<file path="src/rtl/demux_1x4_buf_if.sv">
// demux_1x4_buf_if: shared input valid/ready plus four buffered output channels of demux_1x4_buf.
interface demux_1x4_buf_if #(
    parameter int WIDTH = 4,
    parameter int CNT_W = 8
);
    logic [WIDTH-1:0] in_data;
    logic             in_valid;
    logic             in_ready;
    logic [1:0]       sel;
    logic             en;
    logic [WIDTH-1:0] a_data, b_data, c_data, d_data;
    logic             a_valid, b_valid, c_valid, d_valid;
    logic             a_ready, b_ready, c_ready, d_ready;
    logic [CNT_W-1:0] word_cnt;

    modport master (
        output in_data, in_valid, sel, en, a_ready, b_ready, c_ready, d_ready,
        input  in_ready, a_data, b_data, c_data, d_data,
        input  a_valid, b_valid, c_valid, d_valid, word_cnt
    );

    modport slave (
        input  in_data, in_valid, sel, en, a_ready, b_ready, c_ready, d_ready,
        output in_ready, a_data, b_data, c_data, d_data,
        output a_valid, b_valid, c_valid, d_valid, word_cnt
    );
endinterface

</file>
<file path="src/rtl/demux_1x4_buf.sv">
// demux_1x4_buf: registered 1-to-4 demux into single-entry buffers with an accepted-word counter.
// Define DEMUX_RR_EN to steer round-robin (sel ignored) instead of by sel.
module demux_1x4_buf #(
    parameter int WIDTH = 4,
    parameter int CNT_W = 8
) (
    input logic clk,
    input logic rst,
    demux_1x4_buf_if.slave bus
);
    logic [WIDTH-1:0] r_data [4];
    logic [3:0]       r_valid;
    logic [CNT_W-1:0] r_cnt;
    logic [3:0]       w_rdy;
    logic [1:0]       w_dst;
    logic             w_acc;

    assign w_rdy = {bus.d_ready, bus.c_ready, bus.b_ready, bus.a_ready};
`ifdef DEMUX_RR_EN
    logic [1:0] r_rr;
    assign w_dst = r_rr;
    always_ff @(posedge clk)
        if (rst)
            r_rr <= '0;
        else if (w_acc)
            r_rr <= r_rr + 2'd1;
`else
    assign w_dst = bus.sel;
`endif
    assign bus.in_ready = bus.en & (~r_valid[w_dst] | w_rdy[w_dst]);
    assign w_acc        = bus.in_valid & bus.in_ready;

    // a load wins over a drain on the same channel, keeping 1 word/cycle throughput
    always_ff @(posedge clk) begin
        if (rst) begin
            r_valid <= '0;
            r_cnt   <= '0;
            for (int i = 0; i < 4; i++)
                r_data[i] <= '0;
        end else begin
            for (int i = 0; i < 4; i++)
                if (w_acc && w_dst == 2'(i)) begin
                    r_data[i]  <= bus.in_data;
                    r_valid[i] <= 1'b1;
                end else if (w_rdy[i])
                    r_valid[i] <= 1'b0;
            if (w_acc)
                r_cnt <= r_cnt + 1'b1;
        end
    end

    assign bus.a_data   = r_data[0];
    assign bus.b_data   = r_data[1];
    assign bus.c_data   = r_data[2];
    assign bus.d_data   = r_data[3];
    assign bus.a_valid  = r_valid[0];
    assign bus.b_valid  = r_valid[1];
    assign bus.c_valid  = r_valid[2];
    assign bus.d_valid  = r_valid[3];
    assign bus.word_cnt = r_cnt;
endmodule

</file>
<file path="src/flat_wrapper.sv">
// flat-port wrapper written by rule: the top's interface ports become plain ports
module demux_1x4_buf_flat 
#(
    parameter int WIDTH = 4,
    parameter int CNT_W = 8
)
  (clk, rst, bus_in_data, bus_in_valid, bus_sel, bus_en, bus_a_ready, bus_b_ready, bus_c_ready, bus_d_ready, bus_in_ready, bus_a_data, bus_b_data, bus_c_data, bus_d_data, bus_a_valid, bus_b_valid, bus_c_valid, bus_d_valid, bus_word_cnt);
  demux_1x4_buf_if #(.WIDTH(WIDTH), .CNT_W(CNT_W)) bus_i ();
  input logic clk;
  input logic rst;
  input wire logic [$bits(bus_i.in_data)-1:0] bus_in_data;
  input wire logic [$bits(bus_i.in_valid)-1:0] bus_in_valid;
  input wire logic [$bits(bus_i.sel)-1:0] bus_sel;
  input wire logic [$bits(bus_i.en)-1:0] bus_en;
  input wire logic [$bits(bus_i.a_ready)-1:0] bus_a_ready;
  input wire logic [$bits(bus_i.b_ready)-1:0] bus_b_ready;
  input wire logic [$bits(bus_i.c_ready)-1:0] bus_c_ready;
  input wire logic [$bits(bus_i.d_ready)-1:0] bus_d_ready;
  output wire logic [$bits(bus_i.in_ready)-1:0] bus_in_ready;
  output wire logic [$bits(bus_i.a_data)-1:0] bus_a_data;
  output wire logic [$bits(bus_i.b_data)-1:0] bus_b_data;
  output wire logic [$bits(bus_i.c_data)-1:0] bus_c_data;
  output wire logic [$bits(bus_i.d_data)-1:0] bus_d_data;
  output wire logic [$bits(bus_i.a_valid)-1:0] bus_a_valid;
  output wire logic [$bits(bus_i.b_valid)-1:0] bus_b_valid;
  output wire logic [$bits(bus_i.c_valid)-1:0] bus_c_valid;
  output wire logic [$bits(bus_i.d_valid)-1:0] bus_d_valid;
  output wire logic [$bits(bus_i.word_cnt)-1:0] bus_word_cnt;
  assign bus_i.in_data = bus_in_data;
  assign bus_i.in_valid = bus_in_valid;
  assign bus_i.sel = bus_sel;
  assign bus_i.en = bus_en;
  assign bus_i.a_ready = bus_a_ready;
  assign bus_i.b_ready = bus_b_ready;
  assign bus_i.c_ready = bus_c_ready;
  assign bus_i.d_ready = bus_d_ready;
  assign bus_in_ready = bus_i.in_ready;
  assign bus_a_data = bus_i.a_data;
  assign bus_b_data = bus_i.b_data;
  assign bus_c_data = bus_i.c_data;
  assign bus_d_data = bus_i.d_data;
  assign bus_a_valid = bus_i.a_valid;
  assign bus_b_valid = bus_i.b_valid;
  assign bus_c_valid = bus_i.c_valid;
  assign bus_d_valid = bus_i.d_valid;
  assign bus_word_cnt = bus_i.word_cnt;
  demux_1x4_buf #(.WIDTH(WIDTH), .CNT_W(CNT_W)) u_core (.clk(clk), .rst(rst), .bus(bus_i));
endmodule
</file>
<file path="config.mk">
export PLATFORM = sky130hd
export DESIGN_NAME = demux_1x4_buf_flat
export DESIGN_NICKNAME = d
export VERILOG_FILES = /design/src/rtl/demux_1x4_buf_if.sv /design/src/rtl/demux_1x4_buf.sv /design/src/flat_wrapper.sv
export SDC_FILE = /design/constraint.sdc
export NUM_CORES = 1
export LEC_CHECK = 0
export BUFFER_PORTS_ARGS = -buffer_cell sky130_fd_sc_hd__buf_2
export CORE_MARGIN = 5
export CORE_UTILIZATION = 40
export DETAILED_ROUTE_END_ITERATION = 16
export PLACE_DENSITY = 0.66
export SLEW_MARGIN = 20
export SYNTH_ARGS = -nofsm -noshare
export SYNTH_HDL_FRONTEND = slang
export SYNTH_SLANG_ARGS = --single-unit
</file>
<file path="constraint.sdc">
create_clock -name clk -period 2.07 [get_ports clk]
set_input_delay 0.3105 -clock clk [delete_from_list [all_inputs] [get_ports clk]]
set_output_delay 0.3105 -clock clk [all_outputs]
set_load 0.1 [all_outputs]
</file>
* Word-level counts from Yosys, hierarchy flattened
Memories as Yosys holds them, arrays and structs flattened. Cells that the tools add are included.
Storage, ports and cells: RAM bits 16, input port bits 14, output and inout bits 29, flip-flop bits (word level) 12, memories 1, logic and storage cells 58
Cells by class: eq/ne operators 3, bitwise gates (word level) 8, reduce and logical (&&, ||, !) cells 9, add/sub/neg operators 1, magnitude comparators 1, muxes and demuxes 30
Memory list:
- u_core.r_data | words 4, bits a word 4, read ports 4, clocked after memory_dff 0, write ports 4, line demux_1x4_buf.sv:11 | logic [WIDTH-1:0] r_data [4];
Operators with widths (count):
- 1-bit 2-to-1 mux | 24
- 4-bit 2-to-1 mux | 4
- 8-bit by 1-bit adder with 8-bit output (second input constant) | 1
- 2-bit nonzero test | 4
- 1-bit bitwise OR | 5
- 1-bit binary-select mux with 2-bit select | 2
- 2-bit equality test (second input constant) | 2
- 1-bit logical AND | 4
- 2-bit by 3-bit < comparator with 1-bit output (second input constant) | 1
- 1-bit AND | 2
- 2-bit by 1-bit equality test with 1-bit output (second input constant) | 1
- 2-bit zero test | 1
- 1-bit NOT | 1

* Logic depth before layout (Yosys ltp)
Gate-level depths: netlist of run 1.
word-level depth 11, gate-level depth with buffers 5, depth with buffers taken out 4

* Worst setup path after synthesis of run 1
No wires, ideal clock.
path kind register -> output, from register u_core.r_valid[0], to output port bus_in_ready, data arrival time 2845 ps, cell stages (with the launch flop) 5, data required time 1760 ps, slack -1085 ps, buffers on the path 1, cells stage by stage dfxtp_1 nor2b_1 mux4_2 buf_6 nor2_1
Between the ends: longest elaborated chain between the ends 5
Ends and longest elaborated chain:
- start: declaration | line demux_1x4_buf.sv:12 | logic [3:0] r_valid;
- start signal: assignment | line demux_1x4_buf.sv:36 | r_valid <= '0;
- start signal: indexed assignment | line demux_1x4_buf.sv:44 | r_valid[i] <= 1'b1;
- start signal: indexed assignment | line demux_1x4_buf.sv:46 | r_valid[i] <= 1'b0;
- 1-bit binary-select mux with 2-bit select | line demux_1x4_buf.sv:30 | assign bus.in_ready = bus.en & (~r_valid[w_dst] | w_rdy[w_dst]);
- 1-bit 2-to-1 mux (not written as such) | line demux_1x4_buf.sv:30
- 1-bit NOT | line demux_1x4_buf.sv:30
- 1-bit bitwise OR | line demux_1x4_buf.sv:30
- 1-bit AND | line demux_1x4_buf.sv:30
- end: declaration | line flat_wrapper.sv:19 | output wire logic [$bits(bus_i.in_ready)-1:0] bus_in_ready;
No other way between the ends. The select of a mux whose other input is x is not followed.

* Worst setup path after layout of run 1
Ends and elaborated chain as after synthesis.

==> results of run 1 <==
-- how the worst min path moves through the flow --
stage                                 startpoint  slack (ps)                      to  cells past startpoint
after global routing                  bus_sel[0]         270       u_core.r_valid[3]                      3
final                                 bus_sel[1]         260       u_core.r_valid[2]                      3
after detailed placement  u_core.bus.word_cnt[7]         480  u_core.bus.word_cnt[7]                      2
after floorplan                       bus_sel[1]         440       u_core.r_valid[2]                      2
after global placement    u_core.bus.word_cnt[7]         470  u_core.bus.word_cnt[7]                      2
after CTS                             bus_sel[1]         250       u_core.r_valid[2]                      3
-- power breakdown --
group          internal [mW]  leakage, nW  switching (mW)
Sequential             0.608        0.257         0.00887
Combinational         0.0454        0.333           0.242
Clock                  0.196       0.0279           0.159
-- worst max-delay path, stage by stage, from the launching register on --
cell	delay (ps)
dfxtp_4	370
nor2b_1	140
mux4_2	510
nor2_4	140
buf_12	180
-- kinds of logic after synthesis --
family / Yosys count / synth area share
AOI/OAI and AO/OA: 18 / 0.0840
adders and majority gates: 1 / 0.0102
buffers and inverters: 5 / 0.0215
DFF: 28 / 0.590
muxes: 2 / 0.0266
and+or+nand+nor: 61 / 0.267
-- synth_stat cells, drive strengths merged --
master	count
mux2i	1
edfxtp	16
nand2b	14
dfxtp	12
or2	1
or2b	1
clkbuf	3
nor2	19
nor2b	4
mux4	1
nand4	4
and3	1
or3	4
nand2	3
nor3	1
a21oi	10
ha	1
inv	1
o21ai	4
nand3	4
nand3b	1
o31ai	3
or4	3
and2	1
buf	1
o21ba	1
-- through the flow --
stage	hold slack, ps	total power [mW]
floorplan	441	0.865
global placement	465	0.914
detailed placement	481	0.918
CTS	246	1.27
global route	273	1.30
finish	259	1.26
-- area by class of cell --
| cell class | instances | share of cell area |
|---|---|---|
| repair buffers | 43 | 0.150 |
| multi-input cells | 82 | 0.310 |
| well taps | 33 | 0.0266 |
| inverters | 1 | 0.00242 |
| flip-flops and latches | 28 | 0.477 |
| clock buffers | 3 | 0.0145 |
| clock inverters | 1 | 0.0193 |
-- repair_timing --
action                                 4_1_cts  5_1_grt
endpoints found under the hold margin        0        0
buffers inserted                             1        0
setup endpoints to repair                    1        0
-- sequential cells by signal, summed over array words and instances (netlist names) --
register and count:
u_core.bus.word_cnt 8, u_core.r_data 16, u_core.r_valid 4
-- per-layer routing --
metal | GRT usage | share of wire | wire length (µm) | up-vias
met4 | 0.0466 | 0.0083 | 21 | 0
li1 | - | - | - | 497
met3 | 0.0274 | 0.064 | 162 | 2
met2 | 0.211 | 0.49 | 1230 | 29
met5 | 0 | 0 | 0 | -
met1 | 0.160 | 0.44 | 1100 | 466
==> flow_summary.json, run 1 <==
{
  "grt_max_degree": 22,
  "firstDrtPassIters": 4,
  "relSlewSlack": 0.672,
  "multiInputGateArea_um2": 482,
  "period_share": 0.955,
  "drive_above_1_share": 0.373,
  "start_kind": "register",
  "nFillCells": 270,
  "diodes": 0,
  "grt_pass1_vias": 964,
  "worstSetupEndpoint": "bus_in_ready",
  "syn_avg_cell_area_um2": 10.6,
  "clockBufferDepth": 2,
  "synth_seq_cells": 28,
  "dp_hpwl_um": 1940,
  "syn_nets": 130,
  "portBuffers": 42,
  "worstPathMaxFanout": 3,
  "rows": 20,
  "yosys.area.top_type": "edfxtp_1",
  "cts_root_buf": "clkbuf_4",
  "reg2reg_depth": 5,
  "antenna_found_initial": 0,
  "drtIter0Drc": 18,
  "clock.fmax_ghz": 0.506,
  "ys_warn_count": 0,
  "cts_buffers": 3,
  "ios": 43,
  "endpoint_kind": "primary output",
  "crit_arrival_ps": 1670,
  "slew_violations": 0,
  "hold_buffers": 0,
  "cts_tree": "done",
  "utilization": 0.521,
  "syn_inst": 115,
  "power.leakage_nw": 0.618,
  "setup_viol": 0,
  "dieWidth_um": 65.3,
  "reg2reg_from": "u_core.r_valid[0]",
  "area_growth_syn_to_layout_pct": 27.2,
  "layout_commonest_cell": "buf_2",
  "cp.required_ps": 1760,
  "initial_core_util": 0.410,
  "gp_congestion": 0.695,
  "synth_area_leaders": "edfxtp_1 (39%), dfxtp_1 (20%), nand2b_1 (7.2%)",
  "reg2reg_to": "u_core.bus.word_cnt[7]",
  "rrSetupSlack_ps": 140,
  "grt_remaining_overflow": 0,
  "worst_pin_slew_ps": 496,
  "path_clk_slew_ps": 150,
  "clk_latency_ps": 330,
  "coreArea_um2": 2980,
  "final_cells": 191,
  "wl_per_cell_um": 13.2,
  "hold_viol_final": 0,
  "fin_nets": 174,
  "seq_area_um2": 741,
  "htree_num_levels": 1,
  "clock_skew_ps": 10.2,
  "synth_cell_type_count": 26,
  "setup_ws_ps": 93.4,
  "dp_slack_ps": 155,
  "setup_tns_ps": 0,
  "ant_nets": 0,
  "ir_worst_vdd_mv": 0.357,
  "grt_usage": 0.126,
  "drc": 0,
  "dp_cells": 186,
  "viasPerCell": 5.20,
  "fin_crit_ps": 1980,
  "layout_common_cells": "buf_2 (41), nor2_1 (18), edfxtp_1 (16)",
  "wirelength_um": 2520,
  "placed_cell_area_um2": 1490,
  "numClockSinks": 28,
  "synth_seq_area_share": 0.590,
  "cts_resized": 0,
  "synthDominantCellAreaShare": 0.393,
  "grt_pass1_wl_um": 4240,
  "stdcell_area_um2": 1550,
  "maxCapViolations": 0,
  "rsz0062_at_grt": "false",
  "power.density_nw_per_um2": 810,
  "crit_start": "u_core.r_valid[0]",
  "status": "finished, final reports clean",
  "path_class": "register to primary output",
  "die_area_um2": 4260,
  "die_height_um": 65.3,
  "hold_class": "input pin to register",
  "routed-via-count": 994,
  "syn_area_um2": 1220
}
No activity file was read; power rests on OpenSTA's default activity.
==> run 2, diff against run 1 <==
--- a/config.mk
+++ b/config.mk
@@ -6,6 +6,7 @@
 export NUM_CORES = 1
 export LEC_CHECK = 0
 export BUFFER_PORTS_ARGS = -buffer_cell sky130_fd_sc_hd__buf_2
+export CORE_ASPECT_RATIO = 0.5
 export CORE_MARGIN = 5
 export CORE_UTILIZATION = 40
 export DETAILED_ROUTE_END_ITERATION = 16
==> flow_summary.json, run 2 (same netlist as run 1, synthesis figures left out) <==
{
  "endpoint_kind": "primary output",
  "coreArea_um2": 2960,
  "rsz0062_at_grt": "false",
  "holdWs_ps": 324,
  "drtIter0Drc": 34,
  "rows": 14,
  "grt_usage": 0.128,
  "ir_worst_vdd_mv": 0.399,
  "clockBufferDepth": 2,
  "postCtsSetupBuffers": 0,
  "diodes": 0,
  "largest_reg_flops": 16,
  "regMostFlops": "u_core.r_data",
  "setup_viol": 0,
  "fin_nets": 177,
  "hold_end": "u_core.r_valid[3]",
  "gp_congestion": 0.753,
  "worstPathMaxFanout": 8,
  "die_area_um2": 4330,
  "worstHoldStart": "bus_d_ready",
  "antenna_found_initial": 0,
  "nFillCells": 285,
  "crit_slowest_cell": "mux4_2",
  "clk_latency_ps": 270,
  "rrSetupSlack_ps": 90,
  "drc": 0,
  "path_clk_slew_ps": 90,
  "setup_ws_ps": 68.4,
  "numClockSinks": 28,
  "wirelength_um": 2700,
  "period_share": 0.967,
  "worstHoldPathCells": 3,
  "relSlewSlack": 0.673,
  "cts_root_buf": "clkbuf_8",
  "multiInputGateArea_um2": 482,
  "hold_viol_final": 0,
  "start_kind": "register",
  "seq_area_um2": 741,
  "hold_buffers": 0,
  "reg2reg_depth": 5,
  "reg2reg_from": "u_core.r_valid[0]",
  "worst_pin_slew_ps": 494,
  "power_mw": 1.33,
  "dieWidth_um": 88.1,
  "routed-via-count": 1001,
  "initial_core_util": 0.413,
  "ant_nets": 0,
  "die_height_um": 49.1,
  "utilization": 0.541,
  "path_cells": "nor2b_1, mux4_2, nor2_4, buf_12",
  "layout_common_cells": "buf_2 (41), nor2_1 (18), edfxtp_1 (16)",
  "cp.required_ps": 1760,
  "drive_above_1_share": 0.385,
  "hold_class": "input pin to register",
  "area_growth_syn_to_layout_pct": 31.3,
  "layout_commonest_cell": "buf_2",
  "dp_hpwl_um": 1990,
  "maxCapViolations": 0,
  "viasPerCell": 4.98,
  "grt_remaining_overflow": 0,
  "wl_per_cell_um": 13.4,
  "status": "finished, final reports clean",
  "crit_start": "u_core.r_valid[0]",
  "cts_buffers": 3,
  "grt_pass1_wl_um": 4310,
  "cts_resized": 0,
  "cpPeakStageDelay_ps": 580,
  "reg2reg_to": "u_core.bus.word_cnt[7]",
  "path_class": "register to primary output",
  "clock.fmax_ghz": 0.500,
  "portBuffers": 42,
  "firstDrtPassIters": 4,
  "clock_skew_ps": 3.21,
  "ios": 43,
  "dp_slack_ps": 143,
  "power.density_nw_per_um2": 831,
  "slew_violations": 0,
  "setup_tns_ps": 0,
  "crit_arrival_ps": 1690,
  "fin_crit_ps": 2000,
  "htree_num_levels": 1,
  "power.leakage_nw": 0.642,
  "grt_max_degree": 22,
  "grt_pass1_vias": 928,
  "cts_tree": "done"
}
-- run 2: cell count changes in the layout (fill, tap and decap cells not counted) --
| cell | before | now |
|---|---|---|
| clkbuf_8 | 0 | 3 |
| clkbuf_4 | 3 | 0 |
| buf_4 | 1 | 4 |
-- run 2: worst max-delay path by stage --
stage,slack (ps),cells after the start,to
2_1_floorplan,-4,4,bus_in_ready
3_3_place_gp,210,4,u_core.bus.word_cnt[5]
3_5_place_dp,140,4,u_core.bus.word_cnt[7]
4_1_cts,20,4,bus_in_ready
5_1_grt,10,4,bus_in_ready
6_report,70,4,bus_in_ready
-- run 2: metal layers --
metal  routed length (µm)  track usage
met1                 1130        0.163
met4                    0       0.0302
met3                  212       0.0438
met2                 1360        0.209
met5                    0            0
-- run 2: critical path, delay by kind of cell (launching register included) --
kind,cells,cell delay (ps)
mux,1,580
simple gates,2,310
buf+inv,1,180
flops,1,340
-- run 2: final cells by class --
cell class                      instances  area share
Multi-Input combinational cell         82       0.301
Clock inverter                          1      0.0187
Inverter                                1     0.00234
Timing Repair Buffer                   46       0.159
Clock buffer                            3      0.0258
Tap cell                               40      0.0312
Sequential cell                        28       0.462
-- run 2: report_power, final --
group          internal (mW)  total [mW]  switching [mW]
Combinational         0.0466       0.290           0.243
Sequential             0.608       0.617         0.00912
Clock                  0.259       0.426           0.167
-- run 2: per-stage QoR --
| stage | instances | instance area (µm²) |
|---|---|---|
| after floorplan | 115 | 1250 |
| after global placement | 193 | 1500 |
| after detailed placement | 193 | 1500 |
| after CTS | 197 | 1570 |
| after global routing | 201 | 1600 |
| final | 201 | 1600 |
==> run 3, diff against run 2 <==
--- a/config.mk
+++ b/config.mk
@@ -10,7 +10,8 @@
 export CORE_MARGIN = 5
 export CORE_UTILIZATION = 40
 export DETAILED_ROUTE_END_ITERATION = 16
-export PLACE_DENSITY = 0.66
+export PLACE_DENSITY_LB_ADDON = 0.3
+export REMOVE_ABC_BUFFERS = 1
 export SLEW_MARGIN = 20
 export SYNTH_ARGS = -nofsm -noshare
 export SYNTH_HDL_FRONTEND = slang
==> flow_summary.json, run 3 (same netlist as run 1, synthesis figures left out) <==
{
  "hold_viol_final": 0,
  "path_cells": "nor2b_1, mux4_2, nor2_1, buf_12",
  "drive_above_1_share": 0.316,
  "antenna_found_initial": 0,
  "grt_usage": 0.119,
  "firstDrtPassIters": 4,
  "worst_pin_slew_ps": 496,
  "crit_family": "multiplexers",
  "htree_num_levels": 1,
  "setup_ws_ps": 137,
  "clk_latency_ps": 270,
  "holdWs_ps": 336,
  "cpPeakStageDelay_ps": 480,
  "drc": 0,
  "grtUsageMet1": 0.140,
  "status": "finished, final reports clean",
  "grt_remaining_overflow": 0,
  "grtUsageMet3": 0.0388,
  "hold_buffers": 0,
  "die_height_um": 49.1,
  "busiest_layer": "met2",
  "cts_resized": 0,
  "die_area_um2": 4330,
  "portBuffers": 42,
  "hold_class": "input pin to register",
  "grtUsageMet2": 0.213,
  "dieWidth_um": 88.1,
  "setup_viol": 0,
  "initial_core_util": 0.413,
  "fin_nets": 174,
  "rows": 14,
  "power.leakage_nw": 0.619,
  "crit_arrival_ps": 1620,
  "power.density_nw_per_um2": 861,
  "seq_power_share": 0.465,
  "layout_commonest_cell": "buf_2",
  "ios": 43,
  "cts_root_buf": "clkbuf_8",
  "wirelength_um": 2580,
  "grt_max_degree": 22,
  "ant_nets": 0,
  "slew_violations": 0,
  "clockBufferDepth": 2,
  "largest_reg_flops": 16,
  "endpoint_kind": "primary output",
  "crit_slowest_cell": "mux4_2",
  "coreArea_um2": 2960,
  "grt_pass1_vias": 902,
  "fin_crit_ps": 1930,
  "drtIter0Drc": 33,
  "dp_hpwl_um": 1920,
  "worstPathMaxFanout": 3,
  "viasPerCell": 5.09,
  "area_growth_syn_to_layout_pct": 27.2,
  "gp_congestion": 0.778,
  "diodes": 0,
  "clkPwrFrac": 0.321,
  "cts_tree": "done",
  "ir_worst_vdd_mv": 0.418,
  "utilization": 0.525,
  "power_mw": 1.34,
  "regMostFlops": "u_core.r_data",
  "power.internal_uw": 915,
  "rsz0062_at_grt": "false",
  "maxCapViolations": 0,
  "setup_tns_ps": 0,
  "wl_per_cell_um": 13.0,
  "relSlewSlack": 0.672,
  "cts_buffers": 3,
  "grt_pass1_wl_um": 4000,
  "dp_slack_ps": 178,
  "swShare": 0.315,
  "layout_common_cells": "buf_2 (41), nor2_1 (19), edfxtp_1 (16)",
  "clock.fmax_ghz": 0.517,
  "p_sw_uw": 421,
  "crit_buf_inv": 1,
  "clock_skew_ps": 1.43,
  "cp.required_ps": 1760,
  "numClockSinks": 28,
  "routed-via-count": 1007,
  "start_kind": "register",
  "path_clk_slew_ps": 90,
  "nFillCells": 265,
  "path_class": "register to primary output",
  "period_share": 0.934,
  "pwr-share-comb": 0.214
}
==> run 3: cell count changes in the layout (fill, tap and decap cells not counted), sizes merged <==
cell  delta
buf      -3
==> run 3: per-stage QoR <==
stage / instance area, µm² / instances
6_report: 1550 / 198
5_1_grt: 1550 / 198
2_1_floorplan: 1200 / 111
3_5_place_dp: 1470 / 193
4_1_cts: 1550 / 198
3_3_place_gp: 1470 / 193
==> run 3: cell type report <==
| type | instances | area (µm²) | area share |
|---|---|---|---|
| Multi-Input combinational cell | 82 | 474 | 0.305 |
| Clock inverter | 1 | 30.0 | 0.0193 |
| Tap cell | 40 | 50.0 | 0.0322 |
| Clock buffer | 3 | 41.3 | 0.0266 |
| Inverter | 1 | 3.75 | 0.00242 |
| Sequential cell | 28 | 721 | 0.464 |
| Timing Repair Buffer | 43 | 233 | 0.150 |
==> run 3: worst paths after layout <==
kind                     startpoint                      to  slack [ps]  cells after the start
max               u_core.r_valid[0]            bus_in_ready         140                      4
min                     bus_b_ready       u_core.r_valid[1]         340                      3
max reg2reg       u_core.r_valid[0]  u_core.bus.word_cnt[6]         200                      5
min reg2reg  u_core.bus.word_cnt[7]  u_core.bus.word_cnt[7]         490                      2
==> run 3: worst min-delay path: stages <==
cell and delay, ps:
buf_2 80, nand2b_1 110, a21oi_1 60
==> run 3: routing by layer <==
layer  wire length [µm]  vias up
met1               1130      477
li1                   -      499
met3                191        0
met2               1260       31
met5                  0        -
met4                  0        0
==> run 3: repair_timing <==
item	4_1_cts	5_1_grt
setup buffers	1	0
endpoints found under the setup margin	1	0
hold endpoints to repair	0	0
==> run 3: power groups by stage <==
stage / combinational [mW] / clock (mW) / sequential [mW]
2_1_floorplan: 0.0425 / 0 / 0.820
3_3_place_gp: 0.285 / 0 / 0.634
3_5_place_dp: 0.288 / 0 / 0.634
4_1_cts: 0.288 / 0.430 / 0.621
5_1_grt: 0.297 / 0.450 / 0.624
6_report: 0.287 / 0.429 / 0.621
